`config.mk`:
```
export PLATFORM = sky130hd
export DESIGN_NAME = qr_result_serializer
export DESIGN_NICKNAME = d
export VERILOG_FILES = /design/src/rtl/qr_result_serializer.sv
export SDC_FILE = /design/constraint.sdc
export NUM_CORES = 1
export LEC_CHECK = 0
export ABC_AREA = 1
export CAP_MARGIN = 0
export CELL_PAD_IN_SITES_DETAIL_PLACEMENT = 0
export CELL_PAD_IN_SITES_GLOBAL_PLACEMENT = 2
export CORE_MARGIN = 3
export CORE_UTILIZATION = 37
export DETAILED_ROUTE_END_ITERATION = 12
export PLACE_DENSITY_LB_ADDON = 0.1
export SLEW_MARGIN = 15
export SYNTH_ARGS = -nofsm -noshare
export SYNTH_HDL_FRONTEND = slang
export SYNTH_SLANG_ARGS = --single-unit
```
`constraint.sdc`:
```
create_clock -name i_clk -period 24.6 [get_ports i_clk]
set_input_delay 2.46 -clock i_clk [delete_from_list [all_inputs] [get_ports i_clk]]
set_output_delay 2.46 -clock i_clk [all_outputs]
set_load 0.01 [all_outputs]
```
`src/rtl/qr_result_serializer.sv`:
```
// Buffers per-RE QR results ({R, y_hat}) and streams them out as OUT_W-bit
// valid/ready beats, marking the final beat of each tagged group-final result.
module qr_result_serializer #(
    parameter int OUT_W = 40,
    parameter int DEPTH = 2
) (
    input  logic                     i_clk,
    input  logic                     i_rst,
    input  logic                     i_rd_vld,
    input  logic                     i_last_data,
    input  logic [159:0]             i_y_hat,
    input  logic [319:0]             i_r,
    output logic                     o_valid,
    input  logic                     i_ready,
    output logic [OUT_W-1:0]         o_data,
    output logic                     o_first,
    output logic                     o_last,
    output logic [$clog2(DEPTH):0]   o_level,
    output logic                     o_overflow
);

    localparam int WORD_W = 480;
    localparam int BEATS  = WORD_W / OUT_W;
    localparam int PW     = $clog2(DEPTH);
    localparam int CW     = PW + 1;
    localparam int BW     = $clog2(BEATS);

    localparam logic [CW-1:0] FULL   = CW'(DEPTH);
    localparam logic [BW-1:0] LAST_B = BW'(BEATS - 1);

    typedef enum logic {
        S_EMPTY,
        S_SEND
    } state_t;

    state_t            r_state;
    state_t            w_state_nxt;

    logic [WORD_W-1:0] r_mem [DEPTH];
    logic [DEPTH-1:0]  r_tag;
    logic [PW-1:0]     r_wptr;
    logic [PW-1:0]     r_rptr;
    logic [CW-1:0]     r_count;
    logic [BW-1:0]     r_b;
    logic              r_wrote_prev;
    logic [PW-1:0]     r_prev_idx;
    logic              r_overflow;

    logic              w_xfer;
    logic              w_pop;
    logic              w_full;
    logic              w_push;
    logic              w_drop;
    logic              w_late_tag;
    logic [CW-1:0]     w_count_nxt;
    logic [OUT_W-1:0]  w_beat;

    assign w_xfer      = o_valid & i_ready;
    assign w_pop       = w_xfer & (r_b == LAST_B);
    assign w_full      = (r_count == FULL);
    // A full buffer still accepts when the head pops on the same edge
    assign w_push      = i_rd_vld & (~w_full | w_pop);
    assign w_drop      = i_rd_vld & w_full & ~w_pop;
    assign w_late_tag  = i_last_data & ~i_rd_vld & r_wrote_prev;
    assign w_count_nxt = r_count + CW'(w_push) - CW'(w_pop);
    assign w_beat      = r_mem[r_rptr][r_b*OUT_W +: OUT_W];

    always_ff @(posedge i_clk) begin
        if (w_push) begin
            r_mem[r_wptr] <= {i_r, i_y_hat};
        end
    end

    always_ff @(posedge i_clk or posedge i_rst) begin
        if (i_rst) begin
            r_wptr       <= '0;
            r_rptr       <= '0;
            r_count      <= '0;
            r_b          <= '0;
            r_tag        <= '0;
            r_wrote_prev <= 1'b0;
            r_prev_idx   <= '0;
            r_overflow   <= 1'b0;
        end else begin
            r_count      <= w_count_nxt;
            r_wrote_prev <= w_push;
            if (w_push) begin
                r_wptr        <= r_wptr + PW'(1);
                r_prev_idx    <= r_wptr;
                r_tag[r_wptr] <= i_last_data;
            end
            // Late mark may hit an entry that is already being serialized
            if (w_late_tag) begin
                r_tag[r_prev_idx] <= 1'b1;
            end
            if (w_pop) begin
                r_rptr <= r_rptr + PW'(1);
                r_b    <= '0;
            end else if (w_xfer) begin
                r_b <= r_b + BW'(1);
            end
            if (w_drop) begin
                r_overflow <= 1'b1;
            end
        end
    end

    always_ff @(posedge i_clk or posedge i_rst) begin
        if (i_rst) begin
            r_state <= S_EMPTY;
        end else begin
            r_state <= w_state_nxt;
        end
    end

    always_comb begin
        w_state_nxt = r_state;
        unique case (r_state)
            S_EMPTY: if (w_count_nxt != '0) w_state_nxt = S_SEND;
            S_SEND:  if (w_count_nxt == '0) w_state_nxt = S_EMPTY;
            default: w_state_nxt = S_EMPTY;
        endcase
    end

    always_comb begin
        o_valid = 1'b0;
        o_data  = '0;
        o_first = 1'b0;
        o_last  = 1'b0;
        if (r_state == S_SEND) begin
            o_valid = 1'b1;
            o_data  = w_beat;
            o_first = (r_b == '0);
            o_last  = (r_b == LAST_B) & r_tag[r_rptr];
        end
    end

    assign o_level    = r_count;
    assign o_overflow = r_overflow;

endmodule

```
==> out/results.ini <==
[outcome]
status = completed

[detailed_routing]
drt-vias-per-instance = 4.87
ant_nets = 0
post-route-drc-count = 0
vias = 26413
drt_iter0_drc = 1974
drt_pass1_iterations = 5
post_drt_wl_per_cell_um = 23.2
wl_um = 126000

[clock_tree]
cts_root_buf = clkbuf_16
cts_buffer_depth = 3
cts_buffers = 108
cts.clk_slew.worst_paths_ps = 60
cts_hold_buf = 0
cts_tree = done
post_cts_buffers = 0
h-tree-depth = 3
ctsResizeCount = 0
cts_sinks = 974
clock_latency_ps = 680

[timing]
period_share_pct = 33.5
drv_slew = 0
finalSetupViolations = 0
finalHoldViolations = 0
worst_slew_pin_slew_ps = 1120
fin_crit_ps = 8250
fmax_mhz = 121
fin_setup_tns_ps = 0
setup_ws_ps = 16350
rsz0062_at_grt = false
skew_ps = 15.6
slew_headroom_pct = 25.0

[yosys]
ys_warn_count = 0
synth_cell_types = 29
synth.ff_latch_count = 974
synth_cells = 3434
syn_nets = 3923
syn_area_um2 = 40200
yosysSeqAreaShare_pct = 72.6
avgSynthCellArea_um2 = 11.7

[critical_path]
rrSetupSlack_ps = 17220
critPathLaunchType = register
reg2reg_depth = 12
end_kind = output pin
startpoint = r_b[1]
timing.rr.start = r_b[0]
worstPathRequired_ps = 22140
crit_fanout = 50
reg2reg_to = r_mem[0][276]
arrival_ps = 5790
path_class = register to output pin

[final_layout]
syn_to_final_growth_pct = 23.8
final_common_cell = edfxtp_1
finish.utilization_pct = 46.3
final_area_um2 = 49800
drive_above_1_share_pct = 4.75
final_cell_mix = edfxtp_1, nand2_1, clkdlybuf4s50_1
nets = 4397

[placed_design]
post_dp_cell_area_um2 = 46400
io_buffer_count = 530
pre_cts_ws_ps = 15880
post-dp-hpwl_um = 80300
gp_congestion = 0.792

[job]
maxCapViolations = 0

[grt]
first_global_vias = 25680
overflow = 0
grt_usage_pct = 21.8
grt_antenna_before_repair = 34
grt_pass1_wl_um = 177000
grt_start_max_net_pins = 239

[floorplanning]
row_count = 120
floorplan.initialDensity_pct = 37.4
coreArea_um2 = 107000
fp.dieArea_um2 = 113000
die_x_um = 336
die_h_um = 336
io_pins = 531

[power_and_ir_drop]
peakVddDrop_mv = 0.135
leakage_nw = 18.5
p_per_area_nw_per_um2 = 122

[min_path]
worstHoldStart = r_tag[1]
worstHoldEndpoint = r_tag[1]
holdCritPathClass = register to register
hold_depth = 2

## synthesized netlist by cell type, drive strengths merged
cell	number	share of area, %
nor3	1	0.012
buf	136	2.3
o21bai	1	0.019
nor2	436	4.1
nand3	434	5.4
o21ai	268	3.3
nand2	647	6.0
nand4	1	0.016
ha	4	0.12
clkbuf	63	0.59
inv	355	3.3
o211ai	94	1.8
a21oi	13	0.16
xor2	1	0.022
nor4	1	0.016
edfxtp	960	72
dfrtp	14	0.87
mux2i	1	0.025
or2	1	0.016
xnor2	3	0.065
## layout make-up
cell class | instances | area (um^2)
Antenna cell | 25 | 62.6
Clock buffer | 142 | 2870
Clock inverter | 56 | 412
Fill cell | 9846 | 57600
Inverter | 355 | 1370
Multi-Input combinational cell | 1906 | 8500
Sequential cell | 974 | 29200
Tap cell | 1403 | 1760
Timing Repair Buffer | 563 | 5590
## sequential cells by signal (all words and copies together) (netlist names)
name          flops
r_rptr            1
r_mem           960
r_prev_idx        1
r_state           1
o_overflow        1
o_level           2
r_tag             2
r_b               4
r_wrote_prev      1
r_wptr            1
## worst max-delay path by stage
stage	slack [ps]	to
detailed placement	15880	r_mem[0][337]
floorplan	420	r_mem[0][0]
finish	16350	o_data[13]
CTS	16300	o_data[11]
global route	16090	o_data[11]
global placement	15870	r_mem[0][337]
## cell families (layout without fill, tap and decap cells)
| group | after synthesis | in the layout | share of synthesized area [%] |
|---|---|---|---|
| and+or+nand+nor | 1521 | 1521 | 15.6 |
| DFF | 974 | 974 | 72.6 |
| buffers and inverters | 554 | 1116 | 6.25 |
| AOI/OAI and AO/OA | 376 | 376 | 5.28 |
| adders and majority gates | 4 | 4 | 0.125 |
| xor gates and xnor gates | 4 | 4 | 0.0872 |
| muxes | 1 | 1 | 0.0249 |
| other | 0 | 25 | 0 |
## stage by stage
step | power (mW) | hold WS [ps] | cells
4_1_cts | 6.17 | 495 | 5399
5_1_grt | 6.43 | 550 | 5414
6_report | 6.06 | 495 | 5424
3_5_place_dp | 4.64 | 482 | 5201
3_3_place_gp | 4.64 | 479 | 5201
2_1_floorplan | 3.96 | 453 | 3434
## critical path: stages (launching register included)
cell and delay, ps:
dfrtp_4 740, buf_4 610, buf_4 710, inv_6 370, buf_4 490, buf_4 430
nand3_1 190, nand3_1 230, nand2_1 200, nand2_1 70, nand2_1 90, clkdlybuf4s50_1 690
## report_power, final
part | leakage (nW) | internal (mW) | switching, mW
sequential | 9.08 | 2.27 | 0.126
combinational | 7.84 | 0.638 | 1.51
clock | 1.60 | 0.869 | 0.641
total | 18.5 | 3.78 | 2.28
## layer usage
| metal | up-vias | global-route usage [%] | part of all wire (%) |
|---|---|---|---|
| met5 | - | 0 | 0.047 |
| met4 | 10 | 7.58 | 2.8 |
| met3 | 157 | 4.84 | 5.9 |
| met2 | 681 | 36.2 | 49 |
| met1 | 12821 | 28.2 | 42 |
| li1 | 12744 | - | - |
No activity file was read; power rests on OpenSTA's default activity.
